## config.mk

```make
export PLATFORM = sky130hd
export DESIGN_NAME = mem_port_arbiter
export DESIGN_NICKNAME = d
export VERILOG_FILES = /design/src/rtl/mem_port_arbiter.sv
export SDC_FILE = /design/constraint.sdc
export NUM_CORES = 1
export LEC_CHECK = 0
export CAP_MARGIN = 40
export CELL_PAD_IN_SITES_DETAIL_PLACEMENT = 0
export CELL_PAD_IN_SITES_GLOBAL_PLACEMENT = 2
export CORE_MARGIN = 5
export CORE_UTILIZATION = 19
export CTS_CLUSTER_SIZE = 12
export DETAILED_ROUTE_END_ITERATION = 6
export MAX_ROUTING_LAYER = met4
export PLACE_DENSITY_LB_ADDON = 0.1
export SLEW_MARGIN = 20
export SYNTH_ARGS = -nofsm -noshare
export SYNTH_HDL_FRONTEND = slang
export SYNTH_SLANG_ARGS = --single-unit
```

## constraint.sdc

```tcl
create_clock -name clk -period 1.4 [get_ports clk]
set_input_delay 0.28 -clock clk [delete_from_list [all_inputs] [get_ports clk]]
set_output_delay 0.28 -clock clk [all_outputs]
set_load 0.1 [all_outputs]
```

## src/rtl/mem_port_arbiter.sv

```systemverilog
// Two-port round-robin arbiter for the single data-memory port.
// Port A is the CPU load/store path; port B is the host loader/debug path.
module mem_port_arbiter #(
  parameter int unsigned WIDTH    = 32,
  parameter int unsigned ADDRSIZE = 12,
  parameter int unsigned RD_LAT   = 1
) (
  input  logic                clk,
  input  logic                rst,
  input  logic                a_req,
  input  logic                a_we,
  input  logic [ADDRSIZE-1:0] a_addr,
  input  logic [WIDTH-1:0]    a_wdata,
  output logic                a_gnt,
  output logic                a_done,
  output logic [WIDTH-1:0]    a_rdata,
  input  logic                b_req,
  input  logic                b_we,
  input  logic [ADDRSIZE-1:0] b_addr,
  input  logic [WIDTH-1:0]    b_wdata,
  output logic                b_gnt,
  output logic                b_done,
  output logic [WIDTH-1:0]    b_rdata,
  output logic [ADDRSIZE-1:0] MEM_ADDR,
  output logic [WIDTH-1:0]    MEM_OUT,
  output logic                MEM_CTRL,
  input  logic [WIDTH-1:0]    MEM_IN,
  output logic                busy,
  output logic                owner
);

  typedef enum logic [1:0] {
    S_IDLE,
    S_ISSUE,
    S_WAIT,
    S_RESP
  } state_t;

  localparam logic [1:0] LAT_INIT = 2'(RD_LAT - 1);

  state_t              r_state;
  state_t              w_next;
  logic                r_owner;
  logic                r_rr_last;
  logic                r_we;
  logic [ADDRSIZE-1:0] r_addr;
  logic [WIDTH-1:0]    r_wdata;
  logic [WIDTH-1:0]    r_a_rdata;
  logic [WIDTH-1:0]    r_b_rdata;
  logic [1:0]          r_lat_cnt;
  logic                w_pick_valid;
  logic                w_pick;

  // Tie goes to the port that was not granted last (0=A, 1=B).
  always_comb begin
    w_pick_valid = a_req | b_req;
    if (a_req && b_req) begin
      w_pick = ~r_rr_last;
    end else begin
      w_pick = b_req;
    end
  end

  always_ff @(posedge clk) begin
    if (rst) begin
      r_state <= S_IDLE;
    end else begin
      r_state <= w_next;
    end
  end

  always_comb begin
    w_next = r_state;
    case (r_state)
      S_IDLE:  if (w_pick_valid) w_next = S_ISSUE;
      S_ISSUE: w_next = r_we ? S_RESP : S_WAIT;
      S_WAIT:  if (r_lat_cnt == '0) w_next = S_RESP;
      S_RESP:  w_next = S_IDLE;
      default: w_next = S_IDLE;
    endcase
  end

  always_comb begin
    a_gnt  = 1'b0;
    b_gnt  = 1'b0;
    a_done = 1'b0;
    b_done = 1'b0;
    if (r_state == S_ISSUE) begin
      a_gnt = ~r_owner;
      b_gnt = r_owner;
    end
    if (r_state == S_RESP) begin
      a_done = ~r_owner;
      b_done = r_owner;
    end
  end

  // Address/data registers only change on a pick, so the memory bus holds its
  // last values outside ISSUE/WAIT instead of returning to zero.
  always_ff @(posedge clk) begin
    if (rst) begin
      r_owner   <= 1'b0;
      r_rr_last <= 1'b1;
      r_we      <= 1'b0;
      r_addr    <= '0;
      r_wdata   <= '0;
      r_a_rdata <= '0;
      r_b_rdata <= '0;
      r_lat_cnt <= '0;
    end else begin
      case (r_state)
        S_IDLE: begin
          if (w_pick_valid) begin
            r_owner   <= w_pick;
            r_rr_last <= w_pick;
            r_we      <= w_pick ? b_we : a_we;
            r_addr    <= w_pick ? b_addr : a_addr;
            r_wdata   <= w_pick ? b_wdata : a_wdata;
          end
        end
        S_ISSUE: r_lat_cnt <= LAT_INIT;
        S_WAIT: begin
          if (r_lat_cnt == '0) begin
            if (r_owner) begin
              r_b_rdata <= MEM_IN;
            end else begin
              r_a_rdata <= MEM_IN;
            end
          end else begin
            r_lat_cnt <= r_lat_cnt - 2'd1;
          end
        end
        default: ;
      endcase
    end
  end

  always_comb begin
    MEM_ADDR = r_addr;
    MEM_OUT  = r_wdata;
    MEM_CTRL = (r_state == S_ISSUE) && r_we;
    busy     = (r_state != S_IDLE);
    owner    = r_owner;
    a_rdata  = r_a_rdata;
    b_rdata  = r_b_rdata;
  end

endmodule

```

# Word-level counts from Yosys, hierarchy flattened
# Index checks and enable logic that the tools add are counted.
word_totals:
  memories: 0
  latchBits: 0
  input_bits: 126
  elab_cells: 44
  ram_bits: 0
  reg_bits: 115
  romBits: 0
op_classes:
  eq_ne: 6
  shifts: 0
  n_bitwise: 3
  magnitude_cmp: 0
  n_mul: 0
  reduce_logical: 11
  div_mod_pow: 0
  n_addsub: 1
  n_mux: 14
op_table:
  columns: ["operator", "count"]
  rows:
  - ["32-bit two-way mux", 1]
  - ["12-bit two-way mux", 1]
  - ["2-bit case mux with 4 select lines", 1]
  - ["1-bit two-way mux", 7]
  - ["2-bit two-way mux", 3]
  - ["2-bit != test, second input constant", 3]
  - ["2-bit AND reduction", 3]
  - ["3-bit AND reduction", 2]
  - ["2-bit == test, second input constant", 2]
  - ["2-bit logical NOT", 2]
  - ["2-bit case mux with 2 select lines", 1]
  - ["2-bit nonzero test", 2]
  - ["2-bit by 1-bit == test with 1-bit output, second input constant", 1]
  - ["1-bit logical AND", 2]
  - ["1-bit inverter", 2]
  - ["2-bit by 1-bit subtractor with 2-bit output, second input constant", 1]
  - ["1-bit OR", 1]

# Logic depth before layout (Yosys ltp)
# Gate-level depths: netlist of the first run.
logic_depth:
  word_depth: 3
  ltp_mapped: 8

# Worst setup path after synthesis of the first run
# No wires, ideal clock.
synth_path:
  path_type: "reg2out"
  from: "register r_owner, in the netlist owner"
  to: "output port a_done"
  n_path_buf: 0
  arrival_time_ns: 2.184
  stages_incl_launch_ff: 2
  slack_ns: -1.064
  t_required_ns: 1.120
  cell_sequence: "dfxtp_1 nor2b_1"
synth_between:
  elab_chain_len: 2
synth_lines:
  columns: ["item", "line_no", "rtl"]
  rows:
  - ["from (decl)", "43", "logic r_owner;"]
  - ["from (signal assigned)", "114", "r_owner <= w_pick;"]
  - ["1-bit inverter (no source line)", null, null]
  - ["1-bit two-way mux", "92", "if (r_state == S_RESP) begin"]
  - ["to (decl)", "15", "output logic a_done,"]
# Every way passes these cells.

# Worst setup path in the final report of the first run
layout_path:
  from: "register r_state[1]"
  to: "output port busy"
layout_between:
  elab_chain_len: 1
layout_lines:
  columns: ["item", "line_no", "rtl"]
  rows:
  - ["from (decl)", "41", "state_t r_state;"]
  - ["from (signal assigned)", "68", "r_state <= w_next;"]
  - ["2-bit nonzero test", "142", "busy = (r_state != S_IDLE);"]
  - ["to (decl)", "28", "output logic busy,"]
# Every way passes these cells.

==> results.sh, run 1 <==
export IMPL_crit_family="buffers and inverters"
export IMPL_reg2reg_from="r_state[1]"
export IMPL_gp_congestion=0.753
export IMPL_clock_tree_root_cell="clkbuf_16"
export IMPL_swShare_pct=47.9
export IMPL_hold_viol=0
export IMPL_power_frac_clock_pct=16.8
export IMPL_core_area_um2=24300
export IMPL_power_total_w=0.0261
export IMPL_p_seq_share_pct=20.0
export IMPL_finalClockSkew_ns=0.00984
export IMPL_synth_flop_cell="dfxtp_1"
export IMPL_min_period_over_period_pct=117
export IMPL_p_int_w=0.0136
export IMPL_crit_type="register to output pin"
export IMPL_crit_arrival_ns=1.36
export IMPL_fp_row_count=57
export IMPL_period_needed_ns=1.64
export IMPL_worstPathMaxFanout=4
export IMPL_met3_length_um=1290
export IMPL_nets=983
export IMPL_netlist_area_um2=4690
export IMPL_r2r_end="MEM_OUT[22]"
export IMPL_ir_drop_mv=1.41
export IMPL_wl_met2_um=10500
export IMPL_cts_tree="yes"
export IMPL_min_to="owner"
export IMPL_grt_overflow=0
export IMPL_slowest_stage="dfxtp_4"
export IMPL_diodes=0
export IMPL_drcViolationCount=0
export IMPL_ys_ff_latch=115
export IMPL_max_cap_violations=0
export IMPL_hp_start="rst"
export IMPL_max_clock_path_buffers=2
export IMPL_synth_edff_count=0
export IMPL_grt_pass1_vias=5349
export IMPL_start_util_pct=19.3
export IMPL_die_area_um2=27900
export IMPL_vias=5123
export IMPL_worstMarginPinSlew_ns=0.364
export IMPL_worstPathCellList="inv_6, ha_4, buf_6, clkinvlp_4, buf_12"
export IMPL_firstDrtPassIters=4
export IMPL_cts_made_buffers=17
export IMPL_dp_hpwl_um=13500
export IMPL_status="finished, violations left"
export IMPL_antenna_left=0
export IMPL_failed_checks="setup timing"
export IMPL_postSynthAreaPerCell_um2=8.10
export IMPL_worst_setup_path_start_kind="register"
export IMPL_fmax_mhz=608
export IMPL_grt_antenna_before_repair=0
export IMPL_drive_gt1_share_pct=42.9
export IMPL_hp_class="input pin to register"
export IMPL_final_common_cell="nand2_1"
export IMPL_vias_per_cell=4.31
export IMPL_cp_slowest_stage_delay_ns=0.39
export IMPL_r2r_cells=9
export IMPL_routedWlPerCell_um=18.0
export IMPL_ff2ff_setup_slack_ns=-0.17
export IMPL_power_density_nw_per_um2=2450
export IMPL_clkSlewWorstSetupHoldPaths_ns=0.06
export IMPL_grt_pass1_wl_um=30900
export IMPL_synthCells=579
export IMPL_grt_max_degree=33
export IMPL_end_kind="output pin"
export IMPL_p_leak_nw=3.91
export IMPL_fillerInstances=2281
export IMPL_relSlewSlack_pct=75.7
export IMPL_grt_use_total_pct=14.5
export IMPL_portBuffers=240
export IMPL_synth_async_reset_ratio_pct=0
export IMPL_h_tree_depth=4
export IMPL_fin_util_pct=43.7
export IMPL_synth_warnings=0
export IMPL_pwr_share_comb_pct=63.2
export IMPL_initialDrtViolationCount=216
export IMPL_rsz0062_at_grt="true"
export IMPL_area_delta_synth_final_pct=127
export IMPL_syn_nets=711
export IMPL_slew_viol_final=0
export IMPL_setup_viol=116
export IMPL_holdPathStages=2
export IMPL_path_depth=5
export IMPL_setup_slack_ns=-0.244
export IMPL_critPathBufInv=4
export IMPL_clk_insertion_delay_late_ns=0.41
export IMPL_dr_max_layer_used="met4"
export IMPL_ioPinCount=241
export IMPL_ys_seq_area_share_pct=49.1
export IMPL_die_x_um=167
export IMPL_most_common_layout_cells="161 x nand2_1, 134 x buf_12, 124 x clkdlybuf4s50_1"
export IMPL_die_h_um=167
export IMPL_cp_data_required_time_ns=1.12
export IMPL_wl_met1_um=9390
export IMPL_p_switching_w=0.0125
export IMPL_clock_sinks=115
export IMPL_routed_wirelength_um=21300
export IMPL_synth_cell_type_count=31
## cells by family (layout without fill, tap and decap cells)
group | Yosys count | in the layout | synth area share (%)
DFF | 115 | 115 | 49.1
AOI/OAI and AO/OA | 168 | 168 | 24.3
buffers and inverters | 52 | 337 | 4.96
and+or+nand+nor | 238 | 238 | 20.0
adders and majority gates | 6 | 6 | 1.60
## registers in the layout, summed over array words and instances, names as in the netlist
signal,cells
r_state,2
MEM_OUT,32
owner,1
MEM_ADDR,12
r_we,1
r_lat_cnt,2
a_rdata,32
r_rr_last,1
b_rdata,32
## cell type report
type	count	area, um2	share of cell area (%)
repair buffers	300	4530	42.6
well taps	324	405	3.81
inverters	5	30.0	0.282
clock inverters	14	153	1.43
flip-flops and latches	115	2310	21.7
multi-input cells	412	2770	26.0
clock buffers	18	439	4.13
## worst reg2reg max path, delay by kind of cell (launching register included)
family / cells / cell delay (ns)
AOI/OAI and AO/OA: 2 / 0.36
buffers and inverters: 5 / 0.58
adders and majority gates: 1 / 0.15
and+or+nand+nor: 1 / 0.04
DFF: 1 / 0.37
## cell usage after synthesis (2+ instances only)
master / n / share of area [%]
buf_4: 2 / 0.32
and2_1: 4 / 0.53
inv_1: 5 / 0.40
a21oi_1: 112 / 12
or2_2: 3 / 0.40
a31oi_1: 2 / 0.27
a211oi_1: 16 / 2.6
buf_2: 22 / 2.3
nor2b_1: 2 / 0.27
ha_1: 6 / 1.6
nand3_1: 2 / 0.21
nor2_1: 47 / 3.8
nand2_1: 173 / 14
a211oi_2: 30 / 8.0
clkbuf_2: 2 / 0.21
clkbuf_1: 21 / 1.7
nor3_1: 2 / 0.21
dfxtp_1: 115 / 49
## power groups by stage
stage | logic (W) | registers (W) | clock network (W)
4_1_cts | 0.0151 | 0.00505 | 0.00456
3_5_place_dp | 0.0135 | 0.00506 | 0
2_1_floorplan | 0.00335 | 0.00994 | 0
5_1_grt | 0.0172 | 0.00531 | 0.00468
3_3_place_gp | 0.0134 | 0.00505 | 0
6_report | 0.0165 | 0.00521 | 0.00438
## worst max-delay path by stage
stage | from | slack (ns) | to
final | r_state[1] | -0.24 | busy
after global placement | b_req | -0.34 | MEM_ADDR[9]
after detailed placement | b_req | -0.38 | MEM_ADDR[6]
after floorplan | r_state[1] | -0.03 | MEM_OUT[17]
after CTS | r_state[1] | -0.27 | a_gnt
after global routing | r_state[1] | -0.29 | busy
## repair_timing
item / in CTS / in global routing
endpoints found under the setup margin: 81 / 120
hold endpoints to repair: 0 / 0
buffers inserted: 9 / 13
cloned: 8 / 7
hold buffers: 0 / 0
gates resized for setup: 39 / 137
pin swaps: 27 / 74
## routing by layer
metal | vias up | global-route usage [%]
met5 | - | -
met3 | 16 | 4.86
met1 | 2466 | 17.6
met4 | 0 | 3.71
li1 | 2495 | -
met2 | 146 | 23.1
## through the flow
step / TNS [ns] / hold slack (ns) / cell area, um2 / worst slack, ns / cells
2_1_floorplan: -0.759 / 0.416 / 4800 / -0.0306 / 579
3_3_place_gp: -13.36 / 0.461 / 8850 / -0.341 / 1122
3_5_place_dp: -17.02 / 0.483 / 8850 / -0.384 / 1122
4_1_cts: -16.58 / 0.222 / 9900 / -0.268 / 1171
5_1_grt: -20.01 / 0.252 / 10600 / -0.288 / 1188
6_report: -13.09 / 0.247 / 10600 / -0.244 / 1188
No activity file was read; power rests on OpenSTA's default activity.
==> inputs of run 2 (changes only) <==
--- a/config.mk
+++ b/config.mk
@@ -14,6 +14,7 @@
 export DETAILED_ROUTE_END_ITERATION = 6
 export MAX_ROUTING_LAYER = met4
 export PLACE_DENSITY_LB_ADDON = 0.1
+export SETUP_SLACK_MARGIN = 0.15
 export SLEW_MARGIN = 20
 export SYNTH_ARGS = -nofsm -noshare
 export SYNTH_HDL_FRONTEND = slang
==> run 2 against run 1 <==
  * The run still ends with setup timing left
  * Sequential share of layout area shrank 0.81 points
  * Final area up 16%
  * Hold slack worse by 0.14 ns
  * Sequential power is 2% higher
  * Combinational power up 11%
  * Final cell count up 4.5%
  * Flip-flop and latch count unchanged
  * Core utilization rose by 6.8 points
  * Via count is 4.5% higher
  * Largest power group unchanged
==> results.sh, run 2 (same netlist as run 1, synthesis figures left out) <==
export IMPL_end_kind="output pin"
export IMPL_power_density_nw_per_um2=2280
export IMPL_clock_sinks=115
export IMPL_worstMarginPinSlew_ns=0.508
export IMPL_slew_viol_final=0
export IMPL_postCtsHoldBufs=0
export IMPL_cts_tree="yes"
export IMPL_ioPinCount=241
export IMPL_min_period_over_period_pct=122
export IMPL_relSlewSlack_pct=66.1
export IMPL_setup_slack_ns=-0.308
export IMPL_start_util_pct=19.3
export IMPL_holdPathStages=2
export IMPL_firstDrtPassIters=4
export IMPL_drcViolationCount=0
export IMPL_max_clock_path_buffers=2
export IMPL_period_needed_ns=1.71
export IMPL_vias_per_cell=4.31
export IMPL_worstPathMaxFanout=4
export IMPL_grt_antenna_before_repair=0
export IMPL_die_x_um=167
export IMPL_grt_pass1_vias=5593
export IMPL_clock_tree_root_cell="clkbuf_16"
export IMPL_fp_row_count=57
export IMPL_setup_viol=91
export IMPL_rsz0062_at_grt="true"
export IMPL_most_common_layout_cells="131 x buf_12, 122 x clkdlybuf4s50_1, 86 x nand2_1"
export IMPL_failed_checks="setup timing"
export IMPL_h_tree_depth=4
export IMPL_antenna_left=0
export IMPL_grt_max_degree=68
export IMPL_p_leak_nw=4.63
export IMPL_drive_gt1_share_pct=73.3
export IMPL_worst_setup_path_start_kind="register"
export IMPL_die_h_um=167
export IMPL_clk_insertion_delay_late_ns=0.41
export IMPL_diodes=0
export IMPL_fmax_mhz=586
export IMPL_grt_overflow=0
export IMPL_initialDrtViolationCount=195
export IMPL_vias=5354
export IMPL_core_area_um2=24300
export IMPL_final_common_cell="buf_12"
export IMPL_crit_arrival_ns=1.43
export IMPL_ir_drop_mv=1.57
export IMPL_fin_setup_tns_ns=-7.15
export IMPL_routedWlPerCell_um=18.6
export IMPL_hold_viol=0
export IMPL_finalClockSkew_ns=0.0107
export IMPL_r2r_cells=9
export IMPL_hp_class="input pin to register"
export IMPL_portBuffers=240
export IMPL_power_total_w=0.0281
export IMPL_grt_pass1_wl_um=33200
export IMPL_max_cap_violations=0
export IMPL_nets=1036
export IMPL_area_delta_synth_final_pct=162
export IMPL_crit_type="register to output pin"
export IMPL_cts_made_buffers=17
export IMPL_cp_data_required_time_ns=1.12
export IMPL_grt_use_total_pct=15.8
export IMPL_routed_wirelength_um=23100
export IMPL_clkSlewWorstSetupHoldPaths_ns=0.06
export IMPL_die_area_um2=27900
export IMPL_gp_congestion=0.755
export IMPL_dp_hpwl_um=13400
export IMPL_status="finished, violations left"
-- run 2: cell count changes in the layout (fill, tap and decap cells not counted), sizes merged --
cell | before | now
clkdlybuf4s50 | 124 | 122
inv | 8 | 4
dlygate4sd2 | 0 | 2
buf | 170 | 225
clkinvlp | 3 | 6
clkinv | 6 | 5
-- run 2: final timing paths --
check / from / endpoint / slack [ns]
worst max-delay path: r_state[1] / MEM_CTRL / -0.31
worst min-delay path: rst / r_we / 0.11
worst max register to register: r_state[1] / a_rdata[12] / -0.17
worst min register to register: a_rdata[14] / a_rdata[14] / 0.48
-- run 2: stage by stage --
step	std cells	hold WS [ns]	area (um2)	util, %	setup slack, ns
CTS	1199	0.0875	10900	44.8	-0.330
floorplan	579	0.413	4900	-	0.00619
global placement	1115	0.464	8850	36.4	-0.355
global route	1241	0.105	12300	50.5	-0.357
finish	1241	0.112	12300	50.5	-0.308
detailed placement	1115	0.483	8850	36.4	-0.404
-- run 2: critical path: stages (launching register included) --
cell and delay, ns:
dfxtp_4 0.36, inv_4 0.04, buf_6 0.11, ha_4 0.16, and2_4 0.17, buf_12 0.16
-- run 2: area by class of cell --
type                       instances  area [um2]
sequential                       115        2570
fill                            2173       12000
clock inverter                    12         130
tap                              324         405
timing repair buffer             353        4990
clock buffer                      20         468
multi-input combinational        412        3690
inverter                           5        27.5
-- run 2: timing repair --
| item | in CTS | in global routing |
|---|---|---|
| setup buffers | 38 | 39 |
| setup endpoints to repair | 222 | 202 |
| endpoints found under the hold margin | 0 | 0 |
| pin swaps | 50 | 141 |
| gates resized for setup | 268 | 276 |
| cloned | 14 | 3 |
-- run 2: where the power goes --
part	internal, W	switching [W]
clock network	0.00277	0.00163
logic	0.00773	0.0106
registers	0.00436	0.000955
-- run 2: per-layer routing --
| metal | track usage (%) | up-vias | routed length [um] |
|---|---|---|---|
| li1 | - | 2608 | - |
| met1 | 19.2 | 2603 | 10100 |
| met2 | 26.5 | 132 | 11800 |
| met3 | 3.84 | 11 | 947 |
| met4 | 3.85 | 0 | 182 |
| met5 | - | - | 0 |
==> inputs of run 3 (changes only) <==
--- a/config.mk
+++ b/config.mk
@@ -9,9 +9,11 @@
 export CELL_PAD_IN_SITES_DETAIL_PLACEMENT = 0
 export CELL_PAD_IN_SITES_GLOBAL_PLACEMENT = 2
 export CORE_MARGIN = 5
-export CORE_UTILIZATION = 19
+export CORE_UTILIZATION = 21
 export CTS_CLUSTER_SIZE = 12
 export DETAILED_ROUTE_END_ITERATION = 6
+export GPL_TIMING_DRIVEN = 0
+export HOLD_SLACK_MARGIN = 0.03
 export MAX_ROUTING_LAYER = met4
 export PLACE_DENSITY_LB_ADDON = 0.1
 export SETUP_SLACK_MARGIN = 0.15
==> constraint.sdc (replaced) <==
create_clock -name clk -period 1.7 [get_ports clk]
set_input_delay 0.34 -clock clk [delete_from_list [all_inputs] [get_ports clk]]
set_output_delay 0.34 -clock clk [all_outputs]
set_load 0.1 [all_outputs]
==> run 3 against run 2 <==
  * The run still ends with setup timing left
  * Largest power group unchanged
  * Via count rose by 2.7%
  * Critical path depth stayed put
  * Hold slack improved by 0.34 ns
  * Clock skew fell by 0.00081 ns
  * Combinational power fell by 19%
  * Sequential power decreased by 26%
  * Critical path type unchanged
  * Clock-buffer cell count shrank 1
  * First-iteration DRC count fell by 45%
  * Worst setup slack gained 0.25 ns
  * Flip-flop and latch count unchanged
==> results.sh, run 3 (same netlist as run 1, synthesis figures left out) <==
export IMPL_status="finished, violations left"
export IMPL_failed_checks="setup timing"
export IMPL_h_tree_depth=4
export IMPL_die_area_um2=25400
export IMPL_max_cap_violations=0
export IMPL_setup_slack_ns=-0.0554
export IMPL_clk_insertion_delay_late_ns=0.41
export IMPL_p_int_w=0.0123
export IMPL_p_switching_w=0.0103
export IMPL_ioPinCount=241
export IMPL_drive_gt1_share_pct=48.0
export IMPL_crit_arrival_ns=1.42
export IMPL_die_h_um=159
export IMPL_cts_tree="yes"
export IMPL_worstMarginPinSlew_ns=0.807
export IMPL_crit_type="register to output pin"
export IMPL_portBuffers=238
export IMPL_grt_use_total_pct=16.1
export IMPL_hp_class="register to register"
export IMPL_dp_hpwl_um=14600
export IMPL_relSlewSlack_pct=46.2
export IMPL_vias=5500
export IMPL_rsz0062_at_grt="true"
export IMPL_firstDrtPassIters=4
export IMPL_cp_data_required_time_ns=1.36
export IMPL_most_common_layout_cells="165 x nand2_1, 122 x clkdlybuf4s50_1, 101 x dfxtp_1"
export IMPL_nets=1109
export IMPL_clkSlewWorstSetupHoldPaths_ns=0.05
export IMPL_swShare_pct=45.5
export IMPL_cts_made_buffers=17
export IMPL_area_delta_synth_final_pct=144
export IMPL_vias_per_cell=4.33
export IMPL_power_total_w=0.0225
export IMPL_grt_overflow=0
export IMPL_slew_viol_final=0
export IMPL_grt_max_degree=17
export IMPL_routedWlPerCell_um=16.4
export IMPL_power_frac_clock_pct=16.7
export IMPL_end_kind="output pin"
export IMPL_period_needed_ns=1.76
export IMPL_core_area_um2=21900
export IMPL_p_leak_nw=4.51
export IMPL_ir_drop_mv=1.64
export IMPL_gp_congestion=0.771
export IMPL_hold_viol=0
export IMPL_fillerInstances=2044
export IMPL_antenna_left=0
export IMPL_dp_slack_ns=-0.386
export IMPL_drcViolationCount=0
export IMPL_max_clock_path_buffers=2
export IMPL_start_util_pct=21.4
export IMPL_grt_pass1_wl_um=32300
export IMPL_die_x_um=159
export IMPL_fp_row_count=54
export IMPL_holdWs_ns=0.453
export IMPL_clock_sinks=115
export IMPL_grt_pass1_vias=5880
export IMPL_fin_util_pct=52.3
export IMPL_fmax_mhz=570
export IMPL_setup_viol=5
export IMPL_multi_input_area_um2=2710
export IMPL_routed_wirelength_um=20900
export IMPL_final_common_cell="nand2_1"
export IMPL_p_seq_share_pct=17.5
export IMPL_pwr_share_comb_pct=65.8
export IMPL_power_density_nw_per_um2=1970
export IMPL_finalClockSkew_ns=0.00990
export IMPL_layout_area_seq_um2=2330
export IMPL_min_period_over_period_pct=103
export IMPL_diodes=0
export IMPL_clock_tree_root_cell="clkbuf_16"
export IMPL_grt_antenna_before_repair=0
export IMPL_worstPathMaxFanout=4
export IMPL_worst_setup_path_start_kind="register"
export IMPL_postCtsHoldBufs=0
export IMPL_initialDrtViolationCount=107
-- run 3: cell count changes in the layout (fill, tap and decap cells not counted), moves of 23 or more --
cell,delta
dfxtp_1,+97
buf_4,-38
nand2_1,+79
buf_2,+23
dfxtp_2,-47
clkbuf_2,+61
a21oi_1,+63
buf_12,-40
dfxtp_4,-50
a21oi_4,-28
nand2_4,-62
a21oi_2,-35
-- run 3: worst paths after layout --
kind,start,endpoint,slack (ns),cells after the start
worst min-delay path,b_rdata[22],b_rdata[22],0.45,2
worst min register to register,b_rdata[22],b_rdata[22],0.45,2
worst max-delay path,r_state[1],MEM_CTRL,-0.06,5
worst max register to register,r_state[0],r_state[1],0.04,8
-- run 3: critical path: stages, from the launching register on --
cell and delay (ns):
dfxtp_4 0.38, inv_6 0.05, ha_4 0.16, and2_4 0.14, buf_6 0.12, buf_16 0.16
-- run 3: layout make-up --
type                            instances  share of cell area [%]
Clock buffer                           19                    3.78
Buffer                                 47                    4.28
Clock inverter                         13                    1.61
Sequential cell                       115                    20.3
Timing Repair Buffer                  379                    43.0
Multi-Input combinational cell        412                    23.7
Inverter                                5                   0.262
Tap cell                              280                    3.06
-- run 3: repair_timing --
item | 4_1_cts | 5_1_grt
buffers inserted | 10 | 11
pin swaps | 45 | 18
setup endpoints to repair | 223 | 212
cloned | 0 | 10
gates resized for setup | 468 | 222
-- run 3: per-layer routing --
metal | vias up | wire [um] | GRT usage, %
met5 | - | 0 | -
met4 | 0 | 257 | 4.15
met3 | 17 | 953 | 3.96
met2 | 142 | 10400 | 26.3
met1 | 2592 | 9320 | 20.0
li1 | 2749 | - | -
-- run 3: power groups by stage --
stage	clock [W]	combinational, W	sequential [W]
2_1_floorplan	0	0.00257	0.00816
3_3_place_gp	0	0.00924	0.00379
3_5_place_dp	0	0.0122	0.00379
4_1_cts	0.00389	0.0136	0.00387
5_1_grt	0.00400	0.0155	0.00403
6_report	0.00377	0.0148	0.00394
-- run 3: per-stage QoR --
step,area [um2],cells,setup TNS [ns]
after floorplan,4710,579,-0.0404
after global placement,7440,1097,-38.72
after detailed placement,9610,1212,-24.92
after CTS,11200,1249,-0.343
after global routing,11400,1270,-0.453
final,11400,1270,-0.180
